File: src/rtl/boss_chase.sv
// -----------------------------------------------------------------------------
// boss_chase
//   Stage-3 pursuer controller. While game_state reports stage 3 it waits out a
//   spawn delay measured in movement ticks, then moves the boss one pixel
//   toward the player on every tick. When the two sprites overlap it raises
//   caught. The boss passes through walls, so no map lookup is done.
//
// Ports
//   clk          in   system clock (only clock)
//   rst          in   asynchronous, active-high reset
//   game_state   in   [3:0] game state from game_play
//   player_x     in   [8:0] player sprite x
//   player_y     in   [8:0] player sprite y
//   boss_x       out  [8:0] boss sprite x
//   boss_y       out  [8:0] boss sprite y
//   boss_state   out  [3:0] sprite frame: UP 0-2, RIGHT 3-5, LEFT 6-8, DOWN 9-11
//   boss_active  out  high in CHASE and CAUGHT (renderer draws the boss)
//   caught       out  high while in CAUGHT
//
// FSM
//   state    | meaning
//   ---------+-------------------------------------------------------------
//   S_IDLE   | not in stage 3; outputs parked at spawn/reset values
//   S_WAIT   | in stage 3, counting START_DELAY ticks before the chase
//   S_CHASE  | one step toward the player per tick; overlap checked each cycle
//   S_CAUGHT | position and frame frozen, caught high
// -----------------------------------------------------------------------------
module boss_chase #(
  parameter int STEP_CYCLES = 4_000_000,
  parameter int START_DELAY = 64,
  parameter int SPAWN_X     = 250,
  parameter int SPAWN_Y     = 225,
  parameter int HIT         = 10,
  parameter int STAGE3_CODE = 6
) (
  input  logic       clk,
  input  logic       rst,
  input  logic [3:0] game_state,
  input  logic [8:0] player_x,
  input  logic [8:0] player_y,
  output logic [8:0] boss_x,
  output logic [8:0] boss_y,
  output logic [3:0] boss_state,
  output logic       boss_active,
  output logic       caught
);

  localparam int TW = (STEP_CYCLES < 2) ? 1 : $clog2(STEP_CYCLES);
  // The delay counter never holds START_DELAY itself: the tick that would
  // reach it moves the FSM to CHASE and clears the counter instead.
  localparam int DW = (START_DELAY < 2) ? 1 : $clog2(START_DELAY);

  localparam logic [3:0] FRAME_UP    = 4'd0;
  localparam logic [3:0] FRAME_RIGHT = 4'd3;
  localparam logic [3:0] FRAME_LEFT  = 4'd6;
  localparam logic [3:0] FRAME_DOWN  = 4'd9;
  localparam logic [3:0] FRAME_RESET = 4'd6;

  typedef enum logic [1:0] {
    S_IDLE   = 2'd0,
    S_WAIT   = 2'd1,
    S_CHASE  = 2'd2,
    S_CAUGHT = 2'd3
  } state_t;

  state_t          state, state_nxt;
  logic [TW-1:0]   tick_cnt, tick_cnt_nxt;
  logic [DW-1:0]   delay_cnt, delay_cnt_nxt;
  logic [8:0]      x_nxt, y_nxt;
  logic [3:0]      frame_nxt;

  logic            in_stage;
  logic            run;
  logic            tick;
  logic [9:0]      dx, dy;
  logic [9:0]      adx, ady;
  logic            overlap;

  // Walk animation: alternate base+1 / base+2; any other current frame
  // (including a direction change) restarts at base+1.
  function automatic logic [3:0] next_frame(input logic [3:0] base,
                                            input logic [3:0] cur);
    next_frame = (cur == base + 4'd1) ? base + 4'd2 : base + 4'd1;
  endfunction

  assign in_stage = (game_state == 4'(STAGE3_CODE));
  assign run      = in_stage && (state != S_IDLE);
  assign tick     = run && (tick_cnt == TW'(STEP_CYCLES - 1));

  always_comb begin
    tick_cnt_nxt = '0;
    if (run && !tick) tick_cnt_nxt = tick_cnt + TW'(1);
  end

  // 10-bit signed differences from the registered boss position; the zero
  // extension keeps the full 0..511 range of both operands.
  assign dx  = {1'b0, player_x} - {1'b0, boss_x};
  assign dy  = {1'b0, player_y} - {1'b0, boss_y};
  assign adx = dx[9] ? (~dx + 10'd1) : dx;
  assign ady = dy[9] ? (~dy + 10'd1) : dy;
  assign overlap = (adx < 10'(HIT)) && (ady < 10'(HIT));

  always_comb begin
    state_nxt     = state;
    delay_cnt_nxt = delay_cnt;
    x_nxt         = boss_x;
    y_nxt         = boss_y;
    frame_nxt     = boss_state;

    if (!in_stage) begin
      state_nxt     = S_IDLE;
      delay_cnt_nxt = '0;
      x_nxt         = 9'(SPAWN_X);
      y_nxt         = 9'(SPAWN_Y);
      frame_nxt     = FRAME_RESET;
    end else begin
      unique case (state)
        S_IDLE: begin
          state_nxt     = S_WAIT;
          delay_cnt_nxt = '0;
          x_nxt         = 9'(SPAWN_X);
          y_nxt         = 9'(SPAWN_Y);
          frame_nxt     = FRAME_RESET;
        end

        S_WAIT: begin
          if (tick) begin
            if (delay_cnt == DW'(START_DELAY - 1)) begin
              state_nxt     = S_CHASE;
              delay_cnt_nxt = '0;
            end else begin
              delay_cnt_nxt = delay_cnt + DW'(1);
            end
          end
        end

        S_CHASE: begin
          // Overlap takes priority over a coincident tick: no move that cycle.
          if (overlap) begin
            state_nxt = S_CAUGHT;
          end else if (tick) begin
            if ((adx >= ady) && (dx != 10'd0)) begin
              if (dx[9]) begin
                x_nxt     = boss_x - 9'd1;
                frame_nxt = next_frame(FRAME_LEFT, boss_state);
              end else begin
                x_nxt     = boss_x + 9'd1;
                frame_nxt = next_frame(FRAME_RIGHT, boss_state);
              end
            end else if (dy != 10'd0) begin
              if (dy[9]) begin
                y_nxt     = boss_y - 9'd1;
                frame_nxt = next_frame(FRAME_UP, boss_state);
              end else begin
                y_nxt     = boss_y + 9'd1;
                frame_nxt = next_frame(FRAME_DOWN, boss_state);
              end
            end
          end
        end

        S_CAUGHT: begin
          state_nxt = S_CAUGHT;
        end

        default: begin
          state_nxt = S_IDLE;
        end
      endcase
    end
  end

  always_ff @(posedge clk or posedge rst) begin
    if (rst) begin
      state     <= S_IDLE;
      tick_cnt  <= '0;
      delay_cnt <= '0;
    end else begin
      state     <= state_nxt;
      tick_cnt  <= tick_cnt_nxt;
      delay_cnt <= delay_cnt_nxt;
    end
  end

  // Status flags are registered from the next state so they line up with the
  // state register rather than lagging it by a cycle.
  always_ff @(posedge clk or posedge rst) begin
    if (rst) begin
      boss_x      <= 9'(SPAWN_X);
      boss_y      <= 9'(SPAWN_Y);
      boss_state  <= FRAME_RESET;
      boss_active <= 1'b0;
      caught      <= 1'b0;
    end else begin
      boss_x      <= x_nxt;
      boss_y      <= y_nxt;
      boss_state  <= frame_nxt;
      boss_active <= (state_nxt == S_CHASE) || (state_nxt == S_CAUGHT);
      caught      <= (state_nxt == S_CAUGHT);
    end
  end

endmodule

File: config.mk
export PLATFORM = sky130hd
export DESIGN_NAME = boss_chase
export DESIGN_NICKNAME = d
export VERILOG_FILES = /design/src/rtl/boss_chase.sv
export SDC_FILE = /design/constraint.sdc
export NUM_CORES = 1
export LEC_CHECK = 0
export BUFFER_PORTS_ARGS = -buffer_cell sky130_fd_sc_hd__buf_2
export CORE_ASPECT_RATIO = 1.1
export CORE_MARGIN = 2
export CORE_UTILIZATION = 35
export DETAILED_ROUTE_END_ITERATION = 8
export GPL_TIMING_DRIVEN = 1
export PLACE_DENSITY_LB_ADDON = 0.1
export SYNTH_ARGS = -nofsm -noshare
export SYNTH_HDL_FRONTEND = slang
export SYNTH_SLANG_ARGS = --single-unit
export TNS_END_PERCENT = 5
File: constraint.sdc
create_clock -name clk -period 4.47 [get_ports clk]
set_input_delay 0.894 -clock clk [delete_from_list [all_inputs] [get_ports clk]]
set_output_delay 0.894 -clock clk [all_outputs]
set_load 0.01 [all_outputs]
-- Word level (Yosys, flattened, before mapping)
Index checks and enable logic that the tools add are counted.
- register bits: 54
- input port bits: 24
- output and inout bits: 24
- logic and storage cells: 96
- add/sub/neg operators: 10
- magnitude comparators: 3
- equality and inequality tests: 21
- multiplexer cells: 37
- bitwise logic cells: 2
- reduce and logical (&&, ||, !) cells: 15
- operators with widths (kind ; number):
    $mux W9 ; 11
    $pmux W9 S2 ; 2
    $mux W4 ; 8
    $add A22 B1 Y22 const B ; 1
    $eq A22 B22 Y1 const B ; 1
    $mux W22 ; 1
    $add A10 B1 Y10 const B ; 2
    $lt A10 B4 Y1 const B ; 2
    $mux W10 ; 2
    $not A10 Y10 ; 2
    $reduce_bool A10 Y1 ; 2
    $sub A9 B9 Y10 ; 2
    $add A9 B1 Y9 const B ; 2
    $mux W6 ; 3
    $ne A3 B3 Y1 const B ; 6
    $sub A9 B1 Y9 const B ; 2
    $eq A4 B3 Y1 const B ; 3
    $pmux W6 S2 ; 1
    $ge A10 B10 Y1 ; 1
    $mux W2 ; 5
    $eq A2 B2 Y1 const B ; 4
    $pmux W2 S4 ; 1
    $pmux W4 S2 ; 1
    $reduce_and A4 Y1 ; 2
    15 further kinds ; 21

-- Longest topological paths before layout
Gate-level depths: netlist of run 1.
- depth after elaboration: 11
- mapped depth: 23
- gate-level depth less buffers: 20

-- Worst setup path after synthesis of run 1
OpenSTA, ideal clock, no wires.
- path kind: input to register
- start point: input port player_y[7]
- end point: register boss_state[0]
- library setup time: 0.080 ns
- arrival: 4.962 ns
- data required time: 4.390 ns
- path slack: -0.572 ns
- stages: 20
- buffers on the path: 3
- path through: ha_1 > o21ai_0 > a21oi_1 > or2_2 > buf_1 > nor2_1 > clkbuf_1 > mux2i_1 > ha_1 > a21o_1 > a21oi_1 > o21ai_0 > a21o_1 > a21oi_1 > o311ai_2 > maj3_1 > a32oi_2 > buf_4 > mux2_1 > o2bb2ai_1
- word-level cells in the longest chain between the ends: 11
- elaborated cells on any way between the ends: 19
- classes of those cells: add/sub: 2; order compare: 2; eq/ne: 2; mux: 8; bitwise: 1; reduce/logical: 4
- RTL lines (item ; RTL line ; RTL):
    start: declaration ; 40 ; input logic [8:0] player_y,
    $sub A9 B9 Y10 (*) ; 98 ; assign dy = {1'b0, player_y} - {1'b0, boss_y};
    $not A10 Y10 ; 100 ; assign ady = dy[9] ? (~dy + 10'd1) : dy;
    $add A10 B1 Y10 ; 100 ;
    $mux W10 ; 100 ;
    $ge A10 B10 Y1 ; 142 ; if ((adx >= ady) && (dx != 10'd0)) begin
    $logic_and A1 B1 Y1 ; 142 ;
    $mux W4 ; 142 ;
    $mux W4 ; 141 ; end else if (tick) begin
    $mux W4 ; 139 ; if (overlap) begin
    $pmux W4 S2 ; 117 ; unique case (state)
    $mux W4 ; 110 ; if (!in_stage) begin
    end signal: assignment ; 197 ; boss_state <= frame_nxt;
    end: declaration ; 43 ; output logic [3:0] boss_state,
Mark *: on every way between the ends. The rest lies on a longest branch, timed or not. The select of a mux whose other input is x is not followed.
A chain may end at the register's enable or synchronous reset.

-- Worst setup path after layout of run 1
- start point: input port player_x[0]
- end point: register boss_y[8]
- word-level cells in the longest chain between the ends: 8
- elaborated cells on any way between the ends: 12
- classes of those cells: add/sub: 2; order compare: 2; eq/ne: 2; mux: 1; bitwise: 1; reduce/logical: 4
- RTL lines (item ; RTL line ; RTL):
    start: declaration ; 39 ; input logic [8:0] player_x,
    $sub A9 B9 Y10 (*) ; 97 ; assign dx = {1'b0, player_x} - {1'b0, boss_x};
    $not A10 Y10 ; 99 ; assign adx = dx[9] ? (~dx + 10'd1) : dx;
    $add A10 B1 Y10 ; 99 ;
    $mux W10 ; 99 ;
    $ge A10 B10 Y1 / $lt A10 B4 Y1 (equally long branches) ; 142, 101 ;
    $logic_and A1 B1 Y1, on equally long branches ; 142, 101 ;
    $ne A3 B3 Y1 (no line) ; -- ;
    $reduce_and A5 Y1 (no line) (*) ; -- ;
    end signal: assignment ; 190 ; boss_y <= 9'(SPAWN_Y);
    end signal: assignment ; 196 ; boss_y <= y_nxt;
    end: declaration ; 42 ; output logic [8:0] boss_y,
Mark *: on every way between the ends. The rest lies on a longest branch, timed or not.

==> run_results.csv, run 1 <==
group,metric,value,unit
routing,drc,0,
global_routing,grt_pass1_wl,22500,um
cts,cts_hold_buf,0,
yosys,synth_xor_area_frac,0.101,
timing,finalSetupViolations,0,
yosys,ys_warn_count,0,
cts,clk_latency,290,ps
yosys,synth_fa_ha_area_frac,0.126,
job,drv_cap,0,
yosys,synth-simple-area-share,0.206,
global_routing,antenna_found_initial,0,
finish,nets,824,
finish,diodes,0,
setup_path,endpoint,"boss_y[8]",
pwr,ir_drop,0.000151,V
timing,fin_skew,8.31,ps
cts,clk_path_buf_depth,2,
setup_path,r2r-end,"boss_y[8]",
setup_path,critPathArrivalTime,4580,ps
routing,routed_wl,13300,um
floorplanning,die_area,15500,um^2
setup_path,worst_ep_required_time,4650,ps
pwr,internal_power,0.955,mW
setup_path,start_kind,"input pin",
yosys,synth_top_family_by_area,"compound AO/OA/AOI/OAI gates",
pwr,combPwrFrac,0.350,
placement,routabilityCongestion,0.863,
cts,cts_root_buf,"clkbuf_16",
routing,drtAntennaViolNets,0,
finish,fin_area,6730,um^2
floorplanning,core,14300,um^2
yosys,ys_seq_elements,54,
yosys,synth_compound_area_frac,0.206,
global_routing,grt_max_degree,41,
finish,fill_cells,1437,
yosys,synthesis.area,5100,um^2
pwr,p_leak,3.11,nW
routing,dr_total_vias,4818,
pwr,power_frac_seq,0.361,
routing,drt_iter0_markers,225,
global_routing,grt_util_met2,0.314,
global_routing,met1_usage,0.228,
cts,numCtsBuffers,5,
floorplanning,row_count,46,
yosys,synth_top_flop_cell,"dfrtp_1",
global_routing,grt_usage,0.175,
global_routing,grtUsageMet3,0.0126,
setup_path,ff2ff_path_depth,22,
global_routing,first_global_vias,4790,
placement,port_buffers,47,
yosys,synthDistinctLibCells,76,
floorplanning,die_h,131,um
yosys,netlist.area_leader.share,0.206,
routing,drt-pass1-iter-count,4,
yosys,yosys.area.top_type,"dfrtp_1",
routing,routed_via_density,5.10,
pwr,power,1.36,mW
yosys,synth_mux_area_frac,0.0405,
outcome,status,"finished clean",
timing,final_min_period_over_clock_period,0.985,
timing,finalHoldViolCount,0,
setup_path,crit_fanout,5,
cts,clock_sinks,54,
yosys,netlist_instances,605,
cts,tritoncts,"built",
finish,final_cells,945,
floorplanning,ioPinCount,48,
timing,rsz0062_at_grt,"true",
pwr,power.switching,0.404,mW
placement,place_inst,930,
timing,finalMaxSlewViolations,0,
timing,tightestPinTransition,858,ps
yosys,synth-edff-count,0,
setup_path,r2r_start,"boss_y[7]",
yosys,synth_fp_nets,677,
setup_path,crit_start,"player_x[0]",
floorplanning,die_x,119,um
yosys,postSynth.asyncResetShare,1.00,
routing,routedWlPerCell,14.1,um
setup_path,critPathKind,"input pin to register",
yosys,avgSynthCellArea,8.42,um^2
placement,placed_cell_area,6380,um^2
finish,layout_commonest_cell,"buf_4",
pwr,switching_share,0.297,
pwr,power.share.clock,0.289,
global_routing,grt-ovfl-total,0,
timing,relSlewSlack,0.427,
pwr,pwr_density_cell,202,nW/um^2
global_routing,busiest_layer,"met2",
min_path,hp-class,"register to register",
finish,mostFrequentLayoutCells,"buf_4, nor2_1, nand2_1, buf_2, dfrtp_1",
finish,area_growth,32.1,%
setup_path,reg2reg_slack,230,ps
setup_path,end_kind,"register",
yosys,synth_area_leaders,"dfrtp_1, ha_1, dfstp_2",
floorplanning,start_util,0.356,
placement,post-dp-hpwl,10600,um
timing,fmax,227,MHz
cts,htree_levels,2,
yosys,synth_seq_area_share,0.268,
timing,period_needed,4400,ps
cts,clkTransAtPathRegs,70,ps
finish,drive_gt1_frac,0.315,
## timing repair
action                     4_1_cts  5_1_grt
pin swaps                        3       26
setup endpoints to repair       17       22
buffers inserted                 0        6
cloned                           0        1
gates resized for setup          4       34
## metrics by stage
step | util | hold WS (ps) | setup TNS, ps | worst slack (ps)
floorplan | - | 476 | -440 | -102
global route | 0.470 | 559 | -864 | -100
global placement | 0.445 | 503 | -6700 | -344
CTS | 0.457 | 527 | -74.6 | -26.1
finish | 0.470 | 530 | 0 | 69.1
detailed placement | 0.445 | 516 | -6770 | -360
## flip-flops by register name, summed over array words and instances, names as in the netlist
| signal | cells |
|---|---|
| delay_cnt | 6 |
| boss_active | 1 |
| boss_y | 9 |
| boss_x | 9 |
| state | 2 |
| boss_state | 4 |
| tick_cnt | 22 |
| caught | 1 |
## power groups by stage
stage	registers (mW)	clock network, mW	logic, mW
floorplan	0.499	0	0.297
global placement	0.499	0	0.439
detailed placement	0.499	0	0.445
CTS	0.490	0.408	0.456
global route	0.490	0.426	0.532
finish	0.490	0.393	0.476
## cells by family after synthesis
family	Yosys count
simple gates	212
compound gates	146
buf+inv	66
xor+xnor	59
flops	54
fa+ha+maj	49
mux	19
## worst max-delay path, stage by stage
cell and delay [ps]:
buf_6 90, inv_4 40, ha_4 140, inv_4 30, fa_2 420, a21o_1 190, a21oi_2 170, xnor2_2 100
or3_4 350, o41ai_4 340, xnor2_2 120, ha_1 320, nand4_1 90, o311ai_2 120, maj3_2 330, a32oi_4 260
o211ai_4 150, buf_4 170, buf_4 120, a2bb2oi_1 130
## metal layers
layer,wire length (um),part of all wire,up-vias
met5,0,0,-
met4,311,0.023,0
met3,160,0.012,22
met2,6570,0.49,55
met1,6250,0.47,2296
li1,-,-,2445
## Yosys cell counts (all sizes together) (5+ instances only)
cell / instances
nand2: 48
a211o: 5
nand2b: 8
xnor2: 33
and2: 6
or3: 8
and3: 12
a21oi: 38
inv: 47
clkbuf: 14
nor2b: 9
o22a: 5
nor2: 63
o21ai: 28
o21a: 5
mux2i: 15
dfrtp: 42
xor2: 26
a21o: 11
nand3: 18
nand4: 11
ha: 44
dfstp: 12
nor3: 13
## cell type report
class                      count  area, um^2  area share
inverter                      48         198      0.0294
clock buffer                   7         143      0.0212
timing repair buffer         157        1100       0.164
tap                          192         240      0.0357
sequential                    54        1370       0.203
clock inverter                 1        5.00    0.000743
multi-input combinational    486        3680       0.547
## worst min path at each step
stage | from | end | slack [ps] | depth (start not counted)
5_1_grt | tick_cnt[0] | tick_cnt[0] | 560 | 1
6_report | boss_state[1] | boss_state[1] | 530 | 2
3_3_place_gp | boss_state[1] | boss_state[1] | 500 | 2
2_1_floorplan | tick_cnt[0] | tick_cnt[0] | 480 | 1
3_5_place_dp | boss_state[1] | boss_state[1] | 520 | 2
4_1_cts | boss_state[1] | boss_state[1] | 530 | 2
Power figures use the tool's default switching activity.
==> run 2, diff against run 1 <==
Clock period 4.47 ns to 4.21 ns, I/O delays scaled along.
==> run 2 against run 1 <==
  * The flow now finishes with violations (negative setup slack)
  * Largest power group unchanged
  * Worst hold slack improved by 3.3 ps
  * Sequential cell count unchanged
  * Final area increased by 1.7%
  * Critical path depth increased by 1
  * Non-clock buffer count increased by 18
==> run_results.csv, run 2 (synthesis gave the netlist of run 1 again) <==
group,metric,value,unit
cts,cts_hold_buf,0,
floorplanning,start_util,0.356,
cts,cts_root_buf,"clkbuf_16",
setup_path,r2r_start,"boss_y[0]",
setup_path,critPathKind,"input pin to register",
timing,fin_skew,4.95,ps
outcome,violations,"negative setup slack",
routing,dr_total_vias,4915,
outcome,status,"finished with violations",
placement,post-dp-hpwl,10800,um
timing,setup_tns,-964,ps
timing,rsz0062_at_grt,"true",
finish,layout_commonest_cell,"buf_4",
placement,place_inst,953,
finish,mostFrequentLayoutCells,"buf_4, nor2_1, buf_2",
finish,seq_area,1370,um^2
timing,tightestPinTransition,804,ps
routing,routed_wl,13300,um
timing,hold_ws,534,ps
timing,relSlewSlack,0.463,
placement,placed_cell_area,6540,um^2
routing,routed_via_density,5.11,
floorplanning,ioPinCount,48,
cts,tritoncts,"built",
floorplanning,core,14300,um^2
setup_path,start_kind,"input pin",
setup_path,crit_start,"player_y[0]",
timing,finalSetupViolations,11,
routing,routedWlPerCell,13.8,um
global_routing,grt_max_degree,38,
timing,finalHoldViolCount,0,
timing,setup_slack,-135,ps
finish,largest_register_ff_count,22,
timing,finalMaxSlewViolations,0,
setup_path,reg2reg_slack,-60,ps
finish,final_cells,962,
floorplanning,row_count,46,
floorplanning,die_h,131,um
placement,dp_worst_setup_slack,-672,ps
pwr,power,1.46,mW
pwr,ir_drop,0.000134,V
finish,fill_cells,1373,
setup_path,ff2ff_path_depth,19,
global_routing,grt_usage,0.171,
routing,drt_iter0_markers,235,
placement,port_buffers,47,
cts,clk_path_buf_depth,2,
setup_path,worst_ep_required_time,4400,ps
global_routing,grt_pass1_wl,21800,um
cts,clk_latency,300,ps
setup_path,end_kind,"register",
finish,top_regs,"tick_cnt x22, boss_x x9, boss_y x9",
placement,routabilityCongestion,0.831,
cts,htree_levels,2,
cts,clock_sinks,54,
job,drv_cap,0,
setup_path,crit_fanout,6,
routing,drtAntennaViolNets,0,
cts,clkTransAtPathRegs,70,ps
min_path,hp-class,"register to register",
finish,nets,841,
pwr,p_leak,3.20,nW
cts,numCtsBuffers,5,
routing,drt-pass1-iter-count,4,
global_routing,antenna_found_initial,0,
finish,top_register,"tick_cnt",
pwr,pwr_density_cell,213,nW/um^2
setup_path,r2r-end,"boss_y[1]",
timing,period_needed,4350,ps
setup_path,endpoint,"boss_y[1]",
finish,utilization,0.478,
finish,drive_gt1_frac,0.332,
global_routing,grt-ovfl-total,0,
routing,drc,0,
global_routing,first_global_vias,4734,
setup_path,critPathArrivalTime,4540,ps
finish,area_growth,34.4,%
floorplanning,die_x,119,um
timing,final_min_period_over_clock_period,1.03,
finish,multi_input_area,3670,um^2
finish,diodes,0,
floorplanning,die_area,15500,um^2
timing,fmax,230,MHz
finish,fin_area,6850,um^2
run 2: cell type report:
type	count	area share
Inverter	48	0.0285
Sequential cell	54	0.200
Clock buffer	5	0.0183
Tap cell	192	0.0351
Timing Repair Buffer	175	0.179
Multi-Input combinational cell	485	0.536
Clock inverter	3	0.00365
run 2: worst min-delay path by stage:
stage / startpoint / end / slack [ps] / depth (start not counted)
finish: tick_cnt[0] / tick_cnt[0] / 530 / 1
global route: boss_x[7] / boss_x[7] / 550 / 2
CTS: tick_cnt[0] / tick_cnt[0] / 530 / 1
detailed placement: tick_cnt[0] / tick_cnt[0] / 520 / 1
global placement: boss_state[1] / boss_state[1] / 510 / 2
floorplan: tick_cnt[0] / tick_cnt[0] / 480 / 1
run 2: what timing repair did:
action | CTS | global route
gates resized for setup | 19 | 16
setup endpoints to repair | 22 | 23
pin swaps | 24 | 8
buffers inserted | 1 | 0
run 2: critical path, stage by stage:
cell and delay, ps:
buf_8 110, inv_12 40, ha_4 120, inv_2 30
fa_2 340, a211o_4 350, and3_4 160, a211o_1 330
and2_4 180, nand2_2 60, nor2_2 40, nor2_1 100
xnor2_1 80, ha_1 300, inv_2 50, o311ai_4 290
maj3_2 230, a32oi_2 50, buf_4 170, o211ai_4 320
mux2_4 330
run 2: report_power, final:
part	internal [mW]	switching (mW)	total, mW
clock network	0.224	0.208	0.433
logic	0.263	0.245	0.508
registers	0.519	0.000776	0.520
run 2: per-layer routing:
| layer | track usage | vias to the layer above | share of wire |
|---|---|---|---|
| li1 | - | 2485 | - |
| met5 | 0 | - | 0 |
| met1 | 0.215 | 2362 | 0.46 |
| met4 | 0.0553 | 0 | 0.022 |
| met3 | 0.0130 | 15 | 0.011 |
| met2 | 0.312 | 53 | 0.50 |
==> run 3, diff against run 2 <==
Settings changed: CORE_UTILIZATION 35 to 50.
==> run 3 against run 2 <==
  * The run still ends with negative setup slack left
  * First-iteration DRC count fell by 13%
  * Sequential cell count is the same
  * Via count increased by 2.0%
  * Count of clock-buffer cells in the layout increased by 1
  * Routed wire length increased by 0.84%
  * Fmax down 1.0%
  * Setup slack worse by 46 ps
  * Register-to-register slack about the same
  * Critical path type unchanged
==> run_results.csv, run 3 (synthesis gave the netlist of run 1 again) <==
group,metric,value,unit
setup_path,path_cells,"buf_4 -> inv_12 -> ha_4 -> inv_2 -> fa_2 -> a211o_4 -> and3_4 -> a211o_1 -> and2_4 -> nand2_1 -> nor2_2 -> nor2_1 -> xnor2_1 -> ha_1 -> nand4_1 -> o311ai_4 -> maj3_2 -> a32oi_4 -> buf_6 -> mux2_4 -> o2bb2ai_2",
cts,htree_levels,2,
timing,fin_skew,4.43,ps
pwr,combPwrFrac,0.398,
placement,post-dp-hpwl,10300,um
cts,clk_latency,310,ps
pwr,power_frac_seq,0.373,
floorplanning,die_area,11000,um^2
routing,routedWlPerCell,15.0,um
finish,top_regs,"tick_cnt x22, boss_x x9, boss_y x9",
outcome,status,"finished with violations",
outcome,violations,"negative setup slack",
cts,numCtsBuffers,5,
job,drv_cap,0,
cts,clock_sinks,54,
timing,rsz0062_at_grt,"true",
cts,cts_root_buf,"clkbuf_8",
finish,top_register,"tick_cnt",
setup_path,end_kind,"register",
routing,routed_via_density,5.61,
cts,clk_path_buf_depth,2,
timing,setup_slack,-181,ps
timing,setup_tns,-2180,ps
setup_path,max_stage_delay,370,ps
pwr,p_leak,3.20,nW
timing,hold_ws,534,ps
floorplanning,row_count,38,
pwr,internal_power,0.938,mW
finish,nets,845,
min_path,hp-class,"register to register",
placement,place_inst,875,
setup_path,critPathKind,"input pin to register",
floorplanning,die_x,100,um
placement,routabilityCongestion,0.894,
setup_path,critPathTopFamily,"compound AO/OA/AOI/OAI gates",
pwr,switching_share,0.327,
finish,diodes,0,
cts,tritoncts,"built",
routing,drtAntennaViolNets,0,
finish,largest_register_ff_count,22,
finish,final_cells,894,
global_routing,antenna_found_initial,0,
global_routing,grt_usage,0.244,
setup_path,slowest_stage,"a211o_4",
finish,mostFrequentLayoutCells,"buf_4, nor2_1, buf_2",
floorplanning,core,9890,um^2
floorplanning,ioPinCount,48,
setup_path,cp_num_buf_inv,4,
pwr,pwr_density_cell,203,nW/um^2
global_routing,grt-ovfl-total,0,
finish,layout_commonest_cell,"buf_4",
finish,drive_gt1_frac,0.358,
routing,drc,0,
cts,clkTransAtPathRegs,100,ps
routing,drt_iter0_markers,204,
pwr,ir_drop,0.000136,V
floorplanning,start_util,0.515,
timing,period_needed,4390,ps
pwr,power.switching,0.456,mW
setup_path,critPathArrivalTime,4640,ps
timing,finalHoldViolCount,0,
global_routing,grt_max_degree,39,
finish,utilization,0.693,
placement,placed_cell_area,6410,um^2
finish,area_growth,34.6,%
setup_path,crit_fanout,6,
routing,routed_wl,13400,um
timing,relSlewSlack,0.455,
routing,dr_total_vias,5013,
timing,tightestPinTransition,817,ps
global_routing,first_global_vias,4997,
floorplanning,die_h,110,um
pwr,power.share.clock,0.229,
timing,finalMaxSlewViolations,0,
timing,fmax,228,MHz
timing,final_min_period_over_clock_period,1.04,
setup_path,start_kind,"input pin",
timing,finalSetupViolations,22,
global_routing,grt_pass1_wl,22000,um
placement,port_buffers,47,
setup_path,worst_ep_required_time,4460,ps
routing,drt-pass1-iter-count,5,
finish,fin_area,6860,um^2
run 3: cell types whose count changed in the layout (fill, tap and decap cells not counted), moves of 5 or more:
cell       previous run  this run
a21oi_1              34        29
clkbuf_8              0         6
clkbuf_16             5         0
nor2_2                2         8
a21oi_2               3         9
nor2_1               60        54
run 3: through the flow:
stage	setup slack (ps)	power (mW)
after floorplan	-310	0.845
after global placement	-517	0.991
after detailed placement	-641	1.01
after CTS	-104	1.37
after global routing	-311	1.47
final	-181	1.39
run 3: layer usage:
layer  vias up  GRT usage  part of all wire
li1       2486          -                 -
met5         -          0                 0
met3        19     0.0280             0.042
met4         0     0.0793             0.015
met1      2397      0.302              0.43
met2       111      0.440              0.51
run 3: what timing repair did:
item                                    in CTS  in global routing
endpoints found under the setup margin      22                 23
resized for setup                           32                 25
pin swaps                                   28                 10
gates cloned                                 1                  0
setup buffers                                7                  3
hold buffers                                 0                  0
run 3: area by class of cell:
| class | instances | area (um^2) |
|---|---|---|
| inverter | 48 | 195 |
| tap | 120 | 150 |
| clock buffer | 6 | 82.6 |
| multi-input combinational | 486 | 3800 |
| clock inverter | 2 | 16.3 |
| timing repair buffer | 178 | 1240 |
| fill | 798 | 3030 |
| sequential | 54 | 1370 |
run 3: worst paths after layout:
kind	to	slack, ps	start	cells after the start
max	boss_state[0]	-180	player_y[0]	21
min	boss_x[7]	530	boss_x[7]	2
max in group asynchronous	boss_x[6]	2740	rst	3
max reg2reg	boss_state[0]	-70	boss_y[0]	19
min in group asynchronous	delay_cnt[4]	680	rst	2
min reg2reg	boss_x[7]	530	boss_x[7]	2
run 3: power by group through the flow:
| stage | clock network (mW) | logic [mW] | registers (mW) |
|---|---|---|---|
| after CTS | 0.327 | 0.527 | 0.520 |
| after floorplan | 0 | 0.315 | 0.529 |
| after global routing | 0.343 | 0.609 | 0.520 |
| after detailed placement | 0 | 0.476 | 0.530 |
| final | 0.319 | 0.555 | 0.520 |
| after global placement | 0 | 0.461 | 0.530 |
run 3: worst register-to-register path, stage by stage, from the launching register on:
cell and delay (ps):
dfstp_2 590, ha_4 150, inv_2 30, fa_2 350, a211o_4 370, and3_4 160
a211o_1 300, and2_4 170, nand2_1 70, nor2_2 50, nor2_1 100, xnor2_1 130
ha_1 260, nand4_1 150, o311ai_4 140, maj3_2 330, a32oi_4 270, buf_6 180
mux2_4 310, o2bb2ai_2 120
